[config.mk]
export PLATFORM = sky130hd
export DESIGN_NAME = alu_seq
export DESIGN_NICKNAME = d
export VERILOG_FILES = /design/src/rtl/alu_seq.sv
export SDC_FILE = /design/constraint.sdc
export NUM_CORES = 1
export LEC_CHECK = 0
export CORE_ASPECT_RATIO = 1.1
export CORE_MARGIN = 5
export CORE_UTILIZATION = 28
export DETAILED_ROUTE_END_ITERATION = 7
export HOLD_SLACK_MARGIN = 0.08
export PLACE_DENSITY_LB_ADDON = 0.15
export SLEW_MARGIN = 15
export SYNTH_ARGS = -nofsm -noshare
export SYNTH_HDL_FRONTEND = slang
export SYNTH_SLANG_ARGS = --single-unit
[constraint.sdc]
create_clock -name clk -period 8.65 [get_ports clk]
set_input_delay 1.2975 -clock clk [delete_from_list [all_inputs] [get_ports clk]]
set_output_delay 1.2975 -clock clk [all_outputs]
set_load 0.05 [all_outputs]
[src/rtl/alu_seq.sv]
// alu_seq: sequential ALU for the execute stage.
// Logic, add/sub, compare and shift ops finish in one cycle.
// MUL/MULHU use an iterative shift-add and DIVU/REMU a restoring divider, one bit per cycle.
// Both input and output use a valid/ready handshake.
module alu_seq #(
    parameter int WIDTH = 32
) (
    input  logic             clk,
    input  logic             reset,
    input  logic             in_valid,
    output logic             in_ready,
    input  logic [WIDTH-1:0] opA,
    input  logic [WIDTH-1:0] opB,
    input  logic [4:0]       ALUop,
    output logic             out_valid,
    input  logic             out_ready,
    output logic [WIDTH-1:0] result,
    output logic             zero,
    output logic             overflow
);

    localparam int SH = $clog2(WIDTH);

    typedef enum logic [1:0] {IDLE, BUSY, DONE} state_t;

    state_t             state_q, state_d;
    logic [SH-1:0]      cnt_q, cnt_d;
    logic [2*WIDTH-1:0] prod_q, prod_d;
    logic [WIDTH-1:0]   mcand_q, mcand_d;
    logic               div_q, div_d;
    logic               hi_q, hi_d;
    logic [WIDTH-1:0]   result_q, result_d;
    logic               overflow_q, overflow_d;

    logic [WIDTH-1:0]   sum, diff;
    logic [WIDTH-1:0]   aluRes;
    logic               aluOvf;
    logic               isIter;
    logic [SH-1:0]      shamt;

    logic [WIDTH:0]     mulSum;
    logic [WIDTH:0]     trial;
    logic [2*WIDTH-1:0] mulNext, divNext, stepNext;

    assign sum   = opA + opB;
    assign diff  = opA - opB;
    assign shamt = opB[SH-1:0];

    // Single-cycle result and signed overflow, computed straight from the operand inputs.
    always_comb begin
        aluRes = '0;
        aluOvf = 1'b0;
        isIter = 1'b0;
        case (ALUop)
            5'b00000: aluRes = opA & opB;
            5'b00010: aluRes = opA | opB;
            5'b00110: aluRes = opA ^ opB;
            5'b01000: aluRes = ~(opA | opB);
            5'b00100: begin
                aluRes = sum;
                aluOvf = (opA[WIDTH-1] == opB[WIDTH-1]) && (sum[WIDTH-1] != opA[WIDTH-1]);
            end
            5'b01100: begin
                aluRes = diff;
                aluOvf = (opA[WIDTH-1] != opB[WIDTH-1]) && (diff[WIDTH-1] != opA[WIDTH-1]);
            end
            5'b01110: aluRes = {{(WIDTH-1){1'b0}}, ($signed(opA) < $signed(opB))};
            5'b01111: aluRes = {{(WIDTH-1){1'b0}}, (opA < opB)};
            5'b10000: aluRes = opA << shamt;
            5'b10010: aluRes = opA >> shamt;
            5'b10011: aluRes = WIDTH'($signed(opA) >>> shamt);
            5'b11000, 5'b11001, 5'b11100, 5'b11101: isIter = 1'b1;
            default: aluRes = '0;
        endcase
    end

    // One iteration of shift-add multiply and of restoring divide.
    // For divide, the upper half of prod_q holds the partial remainder and the lower half the dividend/quotient.
    // A set top bit in trial means the subtraction borrowed, so the old remainder is kept.
    always_comb begin
        mulSum   = {1'b0, prod_q[2*WIDTH-1:WIDTH]} + (prod_q[0] ? {1'b0, mcand_q} : '0);
        mulNext  = {mulSum, prod_q[WIDTH-1:1]};
        trial    = prod_q[2*WIDTH-1:WIDTH-1] - {1'b0, mcand_q};
        divNext  = trial[WIDTH] ? {prod_q[2*WIDTH-2:0], 1'b0}
                                : {trial[WIDTH-1:0], prod_q[WIDTH-2:0], 1'b1};
        stepNext = div_q ? divNext : mulNext;
    end

    // Next-state logic for the IDLE/BUSY/DONE sequencer and all datapath registers.
    always_comb begin
        state_d    = state_q;
        cnt_d      = cnt_q;
        prod_d     = prod_q;
        mcand_d    = mcand_q;
        div_d      = div_q;
        hi_d       = hi_q;
        result_d   = result_q;
        overflow_d = overflow_q;
        case (state_q)
            IDLE: begin
                if (in_valid) begin
                    if (isIter) begin
                        div_d   = ALUop[2];
                        hi_d    = ALUop[0];
                        prod_d  = ALUop[2] ? {{WIDTH{1'b0}}, opA} : {{WIDTH{1'b0}}, opB};
                        mcand_d = ALUop[2] ? opB : opA;
                        cnt_d   = '0;
                        state_d = BUSY;
                    end else begin
                        result_d   = aluRes;
                        overflow_d = aluOvf;
                        state_d    = DONE;
                    end
                end
            end
            BUSY: begin
                prod_d = stepNext;
                cnt_d  = cnt_q + 1'b1;
                if (cnt_q == SH'(WIDTH-1)) begin
                    result_d   = hi_q ? stepNext[2*WIDTH-1:WIDTH] : stepNext[WIDTH-1:0];
                    overflow_d = 1'b0;
                    state_d    = DONE;
                end
            end
            DONE: begin
                if (out_ready) begin
                    state_d = IDLE;
                end
            end
            default: state_d = IDLE;
        endcase
    end

    // State and datapath registers; reset abandons any operation in flight.
    always_ff @(posedge clk or posedge reset) begin
        if (reset) begin
            state_q    <= IDLE;
            cnt_q      <= '0;
            prod_q     <= '0;
            mcand_q    <= '0;
            div_q      <= 1'b0;
            hi_q       <= 1'b0;
            result_q   <= '0;
            overflow_q <= 1'b0;
        end else begin
            state_q    <= state_d;
            cnt_q      <= cnt_d;
            prod_q     <= prod_d;
            mcand_q    <= mcand_d;
            div_q      <= div_d;
            hi_q       <= hi_d;
            result_q   <= result_d;
            overflow_q <= overflow_d;
        end
    end

    assign in_ready  = (state_q == IDLE);
    assign out_valid = (state_q == DONE);
    assign result    = result_q;
    assign zero      = (result_q == '0);
    assign overflow  = overflow_q;

endmodule

; ---- Word level (Yosys, flattened, before mapping)
; Cells that the tools add are included.
[totals]
elab_cells = 87
ff_bits = 138
inputBits = 73
[classes]
bitwise_logic = 4
order_cmp = 2
mux = 28
add_sub_neg = 5
shift = 3
reduce_logical = 11
n_eq_ne = 26
[op_table]
columns = operator, n
row1 = $pmux W32 S11, 1
row2 = $mux W64, 4
row3 = $mux W32, 7
row4 = $pmux W64 S2, 1
row5 = $lt A32 B32 Y1, 2
row6 = $pmux W32 S2, 1
row7 = $eq A5 B5 Y1 const B, 8
row8 = $add A32 B32 Y33, 1
row9 = $sub A33 B32 Y33, 1
row10 = $add A32 B32 Y32, 1
row11 = $and A32 B32 Y32, 1
row12 = $logic_not A32 Y1, 1
row13 = $not A32 Y32, 1
row14 = $or A32 B32 Y32, 1
row15 = $shl A32 B5 Y32, 1
row16 = $shr A32 B5 Y32, 1
row17 = $sshr A32 B5 Y32, 1
row18 = $sub A32 B32 Y32, 1
row19 = $xor A32 B32 Y32, 1
row20 = $eq A5 B4 Y1 const B, 4
row21 = $eq A5 B3 Y1 const B, 2
row22 = $mux W5, 2
row23 = $pmux W5 S2, 1
row24 = $reduce_and A3 Y1, 3
row25 = other kinds (18), 31

; ---- Depth between registers and ports, before layout
; Gate-level depths: netlist of run 1.
[depth]
word_depth = 7
depth_mapped = 16

; ---- Least setup slack after synthesis of run 1
; Ideal clock, no wire load.
[synth_path]
path_kind = in2reg
startpoint = input opB[2]
endpoint = register result_q[20], in the netlist result[20]
t_arrival_ns = 4.692
n_path_buf = 2
path_slack_ns = 3.833
stages = 14
setup_time_ns = 0.124
cell_sequence = inv_2 buf_1 clkbuf_1 ha_1 nor2b_1 o31a_1 or4_1 nand3_1 a211oi_1 a211oi_2 mux2i_1 a311o_1 o21a_1 a211o_1
[synth_between]
elab_chain_cells = 5
[synth_lines]
columns = item, line_no
row1 = start: declaration, 13  ; input logic [WIDTH-1:0] opB,
row2 = $sub A32 B32 Y32 (tied with other cells), 46  ; assign diff = opA - opB;
row3 = $pmux W32 S11 (*), 54  ; case (ALUop)
row4 = $mux W32 (*), 102  ; if (isIter) begin
row5 = $mux W32 (*), 101  ; if (in_valid) begin
row6 = $pmux W32 S2 (*), 99  ; case (state_q)
row7 = end signal: assignment, 152  ; result_q <= result_d;
row8 = end: declaration, 32  ; logic [WIDTH-1:0] result_q, result_d;
; Every way passes the cells marked *; elsewhere a longest branch is shown, timed or not. The select of a mux whose other input is x is not followed.
; A chain may end at the register's enable or synchronous reset.

; ---- Worst setup path in the final report of run 1
[layout_path]
startpoint = input opB[4]
endpoint = register result_q[19], in the netlist result[19]
; The elaborated chain is that of the path after synthesis.

==> results of run 1 <==
-- placed cells by master (no fill, tap or decap), types with 9 or more instances in the layout --
cell	netlist	layout
a221oi_1	38	38
xnor2_1	41	41
buf_4	3	43
nand4_1	11	11
clkbuf_16	0	17
nor3_1	49	47
nand2_1	280	280
a222oi_1	9	9
mux2_2	39	39
a22oi_1	19	19
inv_1	158	157
a221o_1	16	16
a31oi_1	22	22
o21ai_0	248	248
or3_1	26	26
and3_1	18	18
o2111ai_1	17	17
dfrtp_1	138	137
nor4_1	18	18
and2_1	44	44
a22o_1	19	19
mux2i_1	99	99
nand3_1	46	45
nand2b_1	25	24
o22ai_1	13	13
o21a_1	24	24
a21o_1	45	44
clkdlybuf4s50_1	0	102
o221ai_1	18	18
nor2b_1	16	16
ha_1	166	166
a2111oi_0	20	20
mux4_2	62	62
nor2_1	223	222
o31ai_1	16	16
a21oi_1	194	194
o211ai_1	48	48
xor2_1	16	16
a211oi_1	36	36
o21bai_1	15	15
-- worst max-delay path, delay by kind of cell --
family / cells / cell delay (ps)
and+or+nand+nor: 2 / 200
buffers and inverters: 3 / 1070
adders and majority gates: 1 / 550
muxes: 1 / 200
AOI/OAI and AO/OA: 7 / 2490
-- per-layer routing --
metal | wire length [um] | vias to the layer above | global-route usage, %
li1 | - | 9740 | -
met1 | 42800 | 10400 | 32.3
met2 | 44100 | 697 | 38.3
met3 | 4180 | 92 | 1.87
met4 | 2440 | 2 | 6.00
met5 | 7 | - | 0
-- area by class of cell --
| cell class | instances | area (sq um) |
|---|---|---|
| Antenna cell | 3 | 7.51 |
| Clock buffer | 22 | 474 |
| Clock inverter | 7 | 70.1 |
| Fill cell | 7769 | 49100 |
| Inverter | 161 | 609 |
| Multi-Input combinational cell | 2137 | 15400 |
| Sequential cell | 138 | 3450 |
| Tap cell | 945 | 1180 |
| Timing Repair Buffer | 149 | 1360 |
-- state kept, by name, indices dropped and copies added (netlist names) --
name	flops
mcand_q	32
prod_q	64
hi_q	1
overflow	1
div_q	1
result	32
state_q	2
cnt_q	5
-- worst paths after layout --
kind / startpoint / to / cells after the start
setup / recovery: opB[4] / result[19]$_DFFE_PP0P_ / 14
hold / removal: prod_q[18]$_DFFE_PP0P_ / prod_q[18]$_DFFE_PP0P_ / 2
setup reg to reg: prod_q[31]$_DFFE_PP0P_ / result[28]$_DFFE_PP0P_ / 15
hold reg to reg: prod_q[18]$_DFFE_PP0P_ / prod_q[18]$_DFFE_PP0P_ / 2
max in group asynchronous: reset / div_q$_DFFE_PP0P_ / 3
min in group asynchronous: reset / mcand_q[3]$_DFFE_PP0P_ / 2
-- power by group --
group          switching, W  internal (W)
clock              0.000292      0.000413
combinational       0.00234       0.00144
sequential         0.000303      0.000882
-- metrics by stage --
| stage | setup WS (ps) | cell area, sq um | utilization [%] | std cells | total power (W) |
|---|---|---|---|---|---|
| after floorplan | 3660 | 20200 | - | 2638 | 0.00376 |
| after global placement | 2730 | 22000 | 30.7 | 3530 | 0.00490 |
| after detailed placement | 2600 | 22000 | 30.7 | 3530 | 0.00493 |
| after CTS | 3030 | 22500 | 31.4 | 3559 | 0.00566 |
| after global routing | 2640 | 22500 | 31.4 | 3559 | 0.00609 |
| final | 3050 | 22500 | 31.4 | 3562 | 0.00567 |
-- kinds of logic (layout without fill, tap and decap cells) --
group           after synthesis  after routing  share of synthesized area (%)
xor+xnor                     57             57                           2.47
compound gates              909            909                           29.9
mux                         206            206                           14.7
buf+inv                     363            339                           7.01
other cells                   0              3                              0
flops                       138            138                           17.1
simple gates                795            795                           18.1
fa+ha+maj                   170            170                           10.7
==> out/metrics.yaml, run 1 <==
fin_nets: 2847
rsz0062_at_grt: "no"
cpMaxStageDelayCell: "a2111oi_0"
drive_above_1_share_pct: 8.11
io_pins: 109
max_stage_delay_ps: 840
maxSlewViolCount: 0
cts.clk_slew.worst_paths_ps: 60
syn_nets: 2881
cts_resized: 0
crit_required_ps: 8900
cp_cell_sequence: "buf_2, buf_4, clkinv_1, ha_1, nor2_1, o211ai_1, a32oi_1, a211oi_1, o21a_1, o22ai_1, mux2i_1, nor2_1, a2111oi_0, o22ai_1"
areaGrowthSynthToFinish_pct: 11.6
grt_usage_pct: 23.0
cts_max_level: 4
drt_first_pass_iters: 6
overflow: 0
finalHoldWorstSlack_ps: 479
portBuffers: 108
vias: 20900
cap_violations: 0
async_flop_share_pct: 100
final_antenna_net_count: 0
setup_violations: 0
post-route-min-period_ps: 5600
grt_antenna_before_repair: 6
cp-end-kind: "flop"
drc: 0
period_share_pct: 64.8
yosys.area.top_type: "dfrtp_1"
r2r_slack_ps: 3640
synthTopCellsByArea: "dfrtp_1 (17%), ha_1 (10%), mux4_2 (6.9%)"
yosys_most_used_dff: "dfrtp_1"
clock_path_buffers: 2
yosysMostFrequentCell: "nand2_1"
core-area_sq_mm: 0.0717
initial_core_util_pct: 28.2
post_drt_wl_per_cell_um: 26.3
setup_tns_ps: 0
synth-seq-cells: 138
worst_pin_slew_ps: 1170
post-dp-hpwl_mm: 73.0
hp-class: "flop to flop"
cts_num_sinks: 138
root_buffer: "clkbuf_16"
viasPerCell: 5.87
numCtsBuffers: 17
drtIter0Drc: 2128
p_leak_nw: 9.49
yosysUniqueCellTypes: 85
netlist_area_sq_mm: 0.0202
cts_tree: "yes"
cp_data_arrival_time_ps: 5850
fp.dieW_um: 266
row_count: 103
grt_pass1_vias: 20200
postCtsHoldBufs: 0
gp_congestion: 0.972
synth_edf_count: 0
yosysWarnings: 0
synth_top_area_share_pct: 17.1
syn_inst: 2638
yosysSeqAreaShare_pct: 17.1
dieHeight_um: 292
grt_max_degree: 77
critPathLaunchType: "input port"
grt_pass1_wl_mm: 137
critPathKind: "input port to flop"
wl_mm: 93.5
skew_ps: 16.0
hold_violations: 0
insertion_delay_ps: 430
post-cts-setup-buffer-count: 0
ir_worst_vdd_uv: 240
path_max_fanout: 43
max_freq_mhz: 178
relSlewSlack_pct: 21.8
die-area_sq_mm: 0.0776
synthTopCellsByCount: "nand2_1 (280), o21ai_0 (248), nor2_1 (223)"
avgSynthCellArea_sq_um: 7.65
status: "finished clean"
p_per_area_mw_per_mm2: 252
No activity file was read; power rests on OpenSTA's default activity.
==> inputs of run 2 (changes only) <==
clock period = 5.6 ns   (was 8.65 ns; I/O delays follow)
==> run 2 against run 1 <==
Critical path depth unchanged; register-to-register slack worse by 2700 ps; clock-buffer cell count is the same; combinational power grew 56%; flip-flop and latch count did not move; largest cell class unchanged; utilization is 0.60 points higher; die area is the same; sequential power increased by 58%; final cell count rose by 1.2%; worst hold slack improved by 4.3 ps; largest power group unchanged; critical endpoint is now result[31]$_DFFE_PP0P_.
==> out/metrics.yaml, run 2 (same netlist as run 1, synthesis figures left out) <==
drc: 0
r2r-start: "prod_q[31]$_DFFE_PP0P_"
portBuffers: 108
path_delay_family: "compound AO/OA/AOI/OAI gates"
clock_path_buffers: 2
cts_num_sinks: 138
reg2reg_depth: 14
final_antenna_net_count: 0
row_count: 103
max_freq_mhz: 198
worst_pin_slew_ps: 1000
hp-start: "prod_q[18]$_DFFE_PP0P_"
cts_resized: 0
final_cell_mix: "nand2_1 (280), o21ai_0 (248), nor2_1 (222), a21oi_1 (194), ha_1 (166)"
drtIter0Drc: 1902
io_pins: 109
grt_usage_pct: 23.2
grt_max_degree: 71
cp_data_arrival_time_ps: 5320
r2r_slack_ps: 950
crit_required_ps: 5860
hold_violations: 0
grt_pass1_vias: 20600
post-dp-hpwl_mm: 74.4
numCtsBuffers: 17
cap_violations: 0
skew_ps: 9.60
final_core_util_pct: 32.0
hp-class: "flop to flop"
vias: 21100
cts_max_level: 4
core-area_sq_mm: 0.0717
post-cts-setup-buffer-count: 0
grt_pass1_wl_mm: 139
initial_core_util_pct: 28.2
p_per_area_mw_per_mm2: 388
setup_violations: 0
fin_nets: 2890
relSlewSlack_pct: 31.5
cpMaxStageDelayCell: "a2111oi_0"
root_buffer: "clkbuf_16"
maxSlewViolCount: 0
largest_reg_flops: 64
reg2reg_to: "result[28]$_DFFE_PP0P_"
critPathLaunchType: "input port"
cp_cell_sequence: "clkdlybuf4s50_1, inv_1, ha_1, nor2_1, o211ai_1, a32oi_1, buf_4, and3_1, or3b_1, a31oi_1, o21ba_2, o21ai_1, a2111oi_0, o221ai_1"
drt_first_pass_iters: 8
ir_worst_vdd_uv: 241
layout_commonest_cell: "nand2_1"
holdPathStages: 2
areaGrowthSynthToFinish_pct: 13.7
critPathKind: "input port to flop"
post_drt_wl_per_cell_um: 26.0
cts_tree: "yes"
top_register: "prod_q"
post-route-min-period_ps: 5060
cts.clk_slew.worst_paths_ps: 60
p_leak_nw: 9.73
setup_tns_ps: 0
max_stage_delay_ps: 890
dieHeight_um: 292
path_buf_inv: 3
path_max_fanout: 11
insertion_delay_ps: 440
status: "finished clean"
gp_congestion: 0.963
postCtsHoldBufs: 0
rsz0062_at_grt: "no"
hold_end: "prod_q[18]$_DFFE_PP0P_"
cp-end-kind: "flop"
fp.dieW_um: 266
viasPerCell: 5.86
drive_above_1_share_pct: 9.66
overflow: 0
wl_mm: 93.8
grt_antenna_before_repair: 2
die-area_sq_mm: 0.0776
period_share_pct: 90.4
[run 2: worst min-delay path, cell delays in order, from the launching register on]
cell	delay, ps
dfrtp_1	340
nand2_1	40
o21ai_0	60
[run 2: area by class of cell]
type | instances | area [sq um]
diodes | 1 | 2.50
clock buffers | 22 | 474
clock inverters | 10 | 116
fillers | 7721 | 48700
inverters | 161 | 609
multi-input cells | 2137 | 15400
flip-flops and latches | 138 | 3450
well taps | 945 | 1180
repair buffers | 192 | 1750
[run 2: routing by layer]
| layer | wire, um | vias to the layer above | global-route usage [%] |
|---|---|---|---|
| li1 | - | 9832 | - |
| met1 | 41700 | 10400 | 31.7 |
| met2 | 45300 | 744 | 39.8 |
| met3 | 4430 | 111 | 1.96 |
| met4 | 2330 | 2 | 5.80 |
| met5 | 13 | - | 0 |
[run 2: how the worst max path moves through the flow]
stage,from,end,slack (ps),depth (start not counted)
after global routing,opA[1],result[31]$_DFFE_PP0P_,390,13
after detailed placement,opA[1],result[31]$_DFFE_PP0P_,210,14
after floorplan,reset,cnt_q[0]$_DFFE_PP0P_,1060,1
final,opA[1],result[31]$_DFFE_PP0P_,540,14
after global placement,opA[1],result[31]$_DFFE_PP0P_,430,14
after CTS,opA[1],result[31]$_DFFE_PP0P_,680,14
[run 2: where the power goes]
part,switching (W),internal (W)
registers,0.000507,0.00136
clock network,0.000466,0.000690
logic,0.00358,0.00231
total,0.00455,0.00436
[run 2: metrics by stage]
stage,hold slack [ps],instances,worst slack [ps],total power [W],area (sq um)
after floorplan,450,2638,1060,0.00580,20200
after global placement,464,3573,425,0.00767,22400
after detailed placement,472,3573,214,0.00769,22400
after CTS,485,3605,680,0.00889,22900
after global routing,521,3605,388,0.00959,22900
final,483,3606,538,0.00891,22900
==> inputs of run 3 (changes only) <==
CELL_PAD_IN_SITES_DETAIL_PLACEMENT = 1   (was not set)
CELL_PAD_IN_SITES_GLOBAL_PLACEMENT = 1   (was not set)
==> run 3 against run 2 <==
Register-to-register slack improved by 50 ps; flip-flop and latch count did not move; clock power fell by 3%; non-clock buffer count grew 7; first-iteration DRC count down 8.6%; combinational power is 3% higher; via count is 1.8% higher; sequential power about the same; design area about the same.
==> out/metrics.yaml, run 3 (same netlist as run 1, synthesis figures left out) <==
p_per_area_mw_per_mm2: 395
numCtsBuffers: 17
drt_first_pass_iters: 5
cts_resized: 0
relSlewSlack_pct: 30.2
status: "finished clean"
finalHoldWorstSlack_ps: 480
postCtsHoldBufs: 0
crit_required_ps: 5880
wl_mm: 101
portBuffers: 108
max_freq_mhz: 205
viasPerCell: 5.95
fin_cells: 3611
largest_reg_flops: 64
max_stage_delay_ps: 640
path_max_fanout: 6
die-area_sq_mm: 0.0776
setup_violations: 0
cp_data_arrival_time_ps: 5140
insertion_delay_ps: 450
post-dp-hpwl_mm: 80.2
preCtsSetupSlack_ps: 344
core-area_sq_mm: 0.0717
p_seq_share_pct: 20.8
dieHeight_um: 292
cts_tree: "yes"
cap_violations: 0
post-route-min-period_ps: 4870
antenna-diode-count: 0
p_int_w: 0.00431
gp_congestion: 0.923
initial_core_util_pct: 28.2
critPathKind: "input port to flop"
fin_nets: 2897
p_sw_share_pct: 52.5
root_buffer: "clkbuf_16"
top_register: "prod_q"
cts.clk_slew.worst_paths_ps: 60
clock_path_buffers: 2
power_frac_comb_pct: 66.8
hold_violations: 0
layout_commonest_cell: "nand2_1"
row_count: 103
cts_num_sinks: 138
fp.dieW_um: 266
timing.final.ws_setup_ps: 732
critPathLaunchType: "input port"
drc: 0
cp_cell_sequence: "clkdlybuf4s50_1, inv_1, ha_1, a21oi_1, nor2b_1, a311oi_1, o31a_1, a21o_1, a2111oi_0, nor3_1, nor3_1, a2111oi_0, o221ai_1"
setup_tns_ps: 0
cpMaxStageDelayCell: "clkdlybuf4s50_1"
period_share_pct: 86.9
placed_cells: 3580
grt_pass1_wl_mm: 149
post_drt_wl_per_cell_um: 27.9
vias: 21500
post-cts-setup-buffer-count: 0
final_antenna_net_count: 0
p_leak_nw: 9.75
grt_max_degree: 73
grt_antenna_before_repair: 1
io_pins: 109
p_sw_w: 0.00476
grt_pass1_vias: 22000
overflow: 0
clkPwrFrac_pct: 12.3
ir_worst_vdd_uv: 233
maxSlewViolCount: 0
worst_pin_slew_ps: 1040
drive_above_1_share_pct: 9.94
grt_usage_pct: 25.0
cts_max_level: 4
drtIter0Drc: 1739
areaGrowthSynthToFinish_pct: 13.7
cp-end-kind: "flop"
hp-class: "flop to flop"
rsz0062_at_grt: "no"
final_cell_mix: "nand2_1 (280), o21ai_0 (248), nor2_1 (222), a21oi_1 (194), ha_1 (166)"
skew_ps: 18.0
-- run 3: routing by layer --
layer	vias to the layer above	GRT usage (%)	wire (um)
li1	9833	-	-
met1	11000	34.5	46300
met2	537	42.0	47700
met3	127	1.59	3430
met4	0	7.90	3300
met5	-	0	0
-- run 3: final cells by class --
class	count	area, sq um
Fill cell	8702	48700
Multi-Input combinational cell	2137	15400
Sequential cell	138	3450
Timing Repair Buffer	199	1760
Tap cell	945	1180
Inverter	161	609
Clock buffer	20	467
Clock inverter	11	97.6
-- run 3: path summary, 6_finish.rpt --
check / start / endpoint / slack [ps] / cells past startpoint
worst max-delay path: opA[1] / result[31]$_DFFE_PP0P_ / 730 / 13
worst min-delay path: prod_q[18]$_DFFE_PP0P_ / prod_q[18]$_DFFE_PP0P_ / 480 / 2
worst max register to register: prod_q[31]$_DFFE_PP0P_ / result[17]$_DFFE_PP0P_ / 1000 / 15
worst min register to register: prod_q[18]$_DFFE_PP0P_ / prod_q[18]$_DFFE_PP0P_ / 480 / 2
max in group asynchronous: reset / div_q$_DFFE_PP0P_ / 3600 / 3
min in group asynchronous: reset / prod_q[36]$_DFFE_PP0P_ / 830 / 2
-- run 3: metrics by stage --
step                util (%)  power [W]  cell area, sq um
global placement        31.2    0.00777             22400
CTS                     32.0    0.00903             22900
floorplan                  -    0.00580             20200
detailed placement      31.2    0.00786             22400
global route            32.0    0.00968             22900
finish                  32.0    0.00907             22900
-- run 3: worst max-delay path: cells and delay by family --
family	cells	cell delay (ps)
AOI/OAI and AO/OA	7	2520
buffers and inverters	2	780
and+or+nand+nor	3	640
adders and majority gates	1	350
-- run 3: power by group through the flow --
stage | Combinational (W) | Sequential, W | Clock [W]
after floorplan | 0.00398 | 0.00182 | 0
after global placement | 0.00588 | 0.00190 | 0
after detailed placement | 0.00597 | 0.00190 | 0
after CTS | 0.00601 | 0.00188 | 0.00114
after global routing | 0.00657 | 0.00194 | 0.00117
final | 0.00606 | 0.00189 | 0.00112
==> RTL change: new RTL, settings of run 1 <==
Set the parameter `WIDTH` to 16 (it was 32).
--- a/src/rtl/alu_seq.sv
+++ b/src/rtl/alu_seq.sv
@@ -4,5 +4,5 @@
 // Both input and output use a valid/ready handshake.
 module alu_seq #(
-    parameter int WIDTH = 32
+    parameter int WIDTH = 16
 ) (
     input  logic             clk,
Ports: changed (resized opA, opB and result); port bits go from 109 to 61. The function was not compared with the original's and may differ.
==> RTL change against run 1 <==
Power shrank 49%. Global-route usage shrank 3.0 points. Design area shrank 52%. Fmax grew 12%. Sequential cell count shrank 65. Clock power shrank 45%. Synthesized area shrank 52%. Sequential share of layout area grew 1.5 points. Worst setup slack gained 610 ps. Sequential power shrank 45%. Combinational power shrank 52%. Via count shrank 53%. Routed wire length shrank 57%. Final cell count shrank 52%.
==> RTL change: results (changes against run 1) <==
Initial antenna violation count: 0 (-6)
Layout area overhead: 13.2%
Layout Cells excl Fill: 1709 (-52%)
Max reg flops: 32 (-50%)
I/O Buffers: 60 (-44%)
Largest cells by area after synthesis: dfrtp_1, ha_1, o21ai_0, mux2i_1, nand2_1
Met2 GRT Util: 35.9% (-2.4 points)
First-pass GRT wire length: 60000 um (-56%)
Synth Area in Adders: 12.0% (+1.3 points)
Crit path DAT: 5180 ps (-670 ps)
Worst skew pair latency: 340 ps (-90 ps)
ANT cells: 0 (-3)
Top sig layer: met4
Complex-gate fraction of the synthesized area: 29.1% (-0.78 points)
Pre-CTS WS: 3490 ps (+890 ps)
Avg WL per Cell: 23.3 um (-11%)
CTS Buf Count: 9 (-8)
Met2 WL: 20000 um (-55%)
Max VDD drop: 0.108 mV (-55%)
Worst Path Max Fanout: 25 (-42%)
Mean Syn Cell Area: 7.61 um^2 (-0.51%)
Worst slew pin tran: 1060 ps (-109 ps)
H-tree depth: 3 (-1)
Worst clock skew: 9.43 ps (-6.59 ps)
Syn nets: 1393 (-52%)
Status: finished, final reports clean
Share of post-route cells with drive strength above 1: 7.47% (-0.64 points)
GR Layer Usage met1: 25.8% (-6.5 points)
Pleak: 4.66 nW (-51%)
Metal3 WL: 1330 um (-68%)
Vias in the first global route: 9477 (-53%)
Commonest cells in the netlist: nand2_1, o21ai_0, nor2_1
Iteration-0 DRC Markers: 672 (-68%)
Routability cong.: 0.941 (-3.2%)
Largest net degree at the start of global routing: 69 (-10%)
Vias per cell: 5.69 (-3.1%)
Critical path's largest stage delay: 570 ps (-270 ps)
M1 WL: 17300 um (-60%)
Clock buffer depth: 2 (unchanged)
Multiplexer share of the synthesized area: 12.2% (-2.5 points)
Count of different cell masters after synthesis: 75 (-12%)
Post-synthesis sequential area ratio: 19.0% (+1.9 points)
-- RTL change: changes by cell type in the layout (fill, tap and decap cells not counted), moves of 28 or more --
cell,change
dfrtp_1,-64
ha_1,-80
mux4_2,-46
clkdlybuf4s50_1,-45
nand2_1,-149
and2_1,-28
a21o_1,-30
inv_1,-79
nor2_1,-109
mux2i_1,-44
o21ai_0,-130
a21oi_1,-97
-- RTL change: through the flow --
stage / area [um^2] / power, mW / util [%]
finish: 10900 / 2.87 / 32.0
global route: 10900 / 3.10 / 32.0
CTS: 10900 / 2.88 / 31.9
detailed placement: 10600 / 2.47 / 31.0
global placement: 10600 / 2.47 / 31.0
floorplan: 9610 / 1.92 / -
-- RTL change: report_power, final --
part	total [mW]	switching (mW)	internal, mW
Clock	0.391	0.157	0.234
Sequential	0.650	0.178	0.472
Combinational	1.83	1.10	0.728
Total	2.87	1.44	1.43
-- RTL change: final timing paths --
kind	from	end	slack, ps	depth (start not counted)
worst max-delay path	opB[3]	result[0]$_DFFE_PP0P_	3660	12
worst min-delay path	cnt_q[0]$_DFFE_PP0P_	cnt_q[0]$_DFFE_PP0P_	500	1
worst max register to register	prod_q[15]$_DFFE_PP0P_	result[5]$_DFFE_PP0P_	4570	14
worst min register to register	cnt_q[0]$_DFFE_PP0P_	cnt_q[0]$_DFFE_PP0P_	500	1
max in group asynchronous	reset	prod_q[24]$_DFFE_PP0P_	6400	3
min in group asynchronous	reset	mcand_q[5]$_DFFE_PP0P_	1140	2
-- RTL change: cell type report --
cell class,instances,area share (%)
clock inverters,5,0.587
flip-flops and latches,73,16.8
well taps,438,5.04
clock buffers,11,2.23
multi-input cells,1024,66.0
inverters,81,2.81
repair buffers,77,6.56
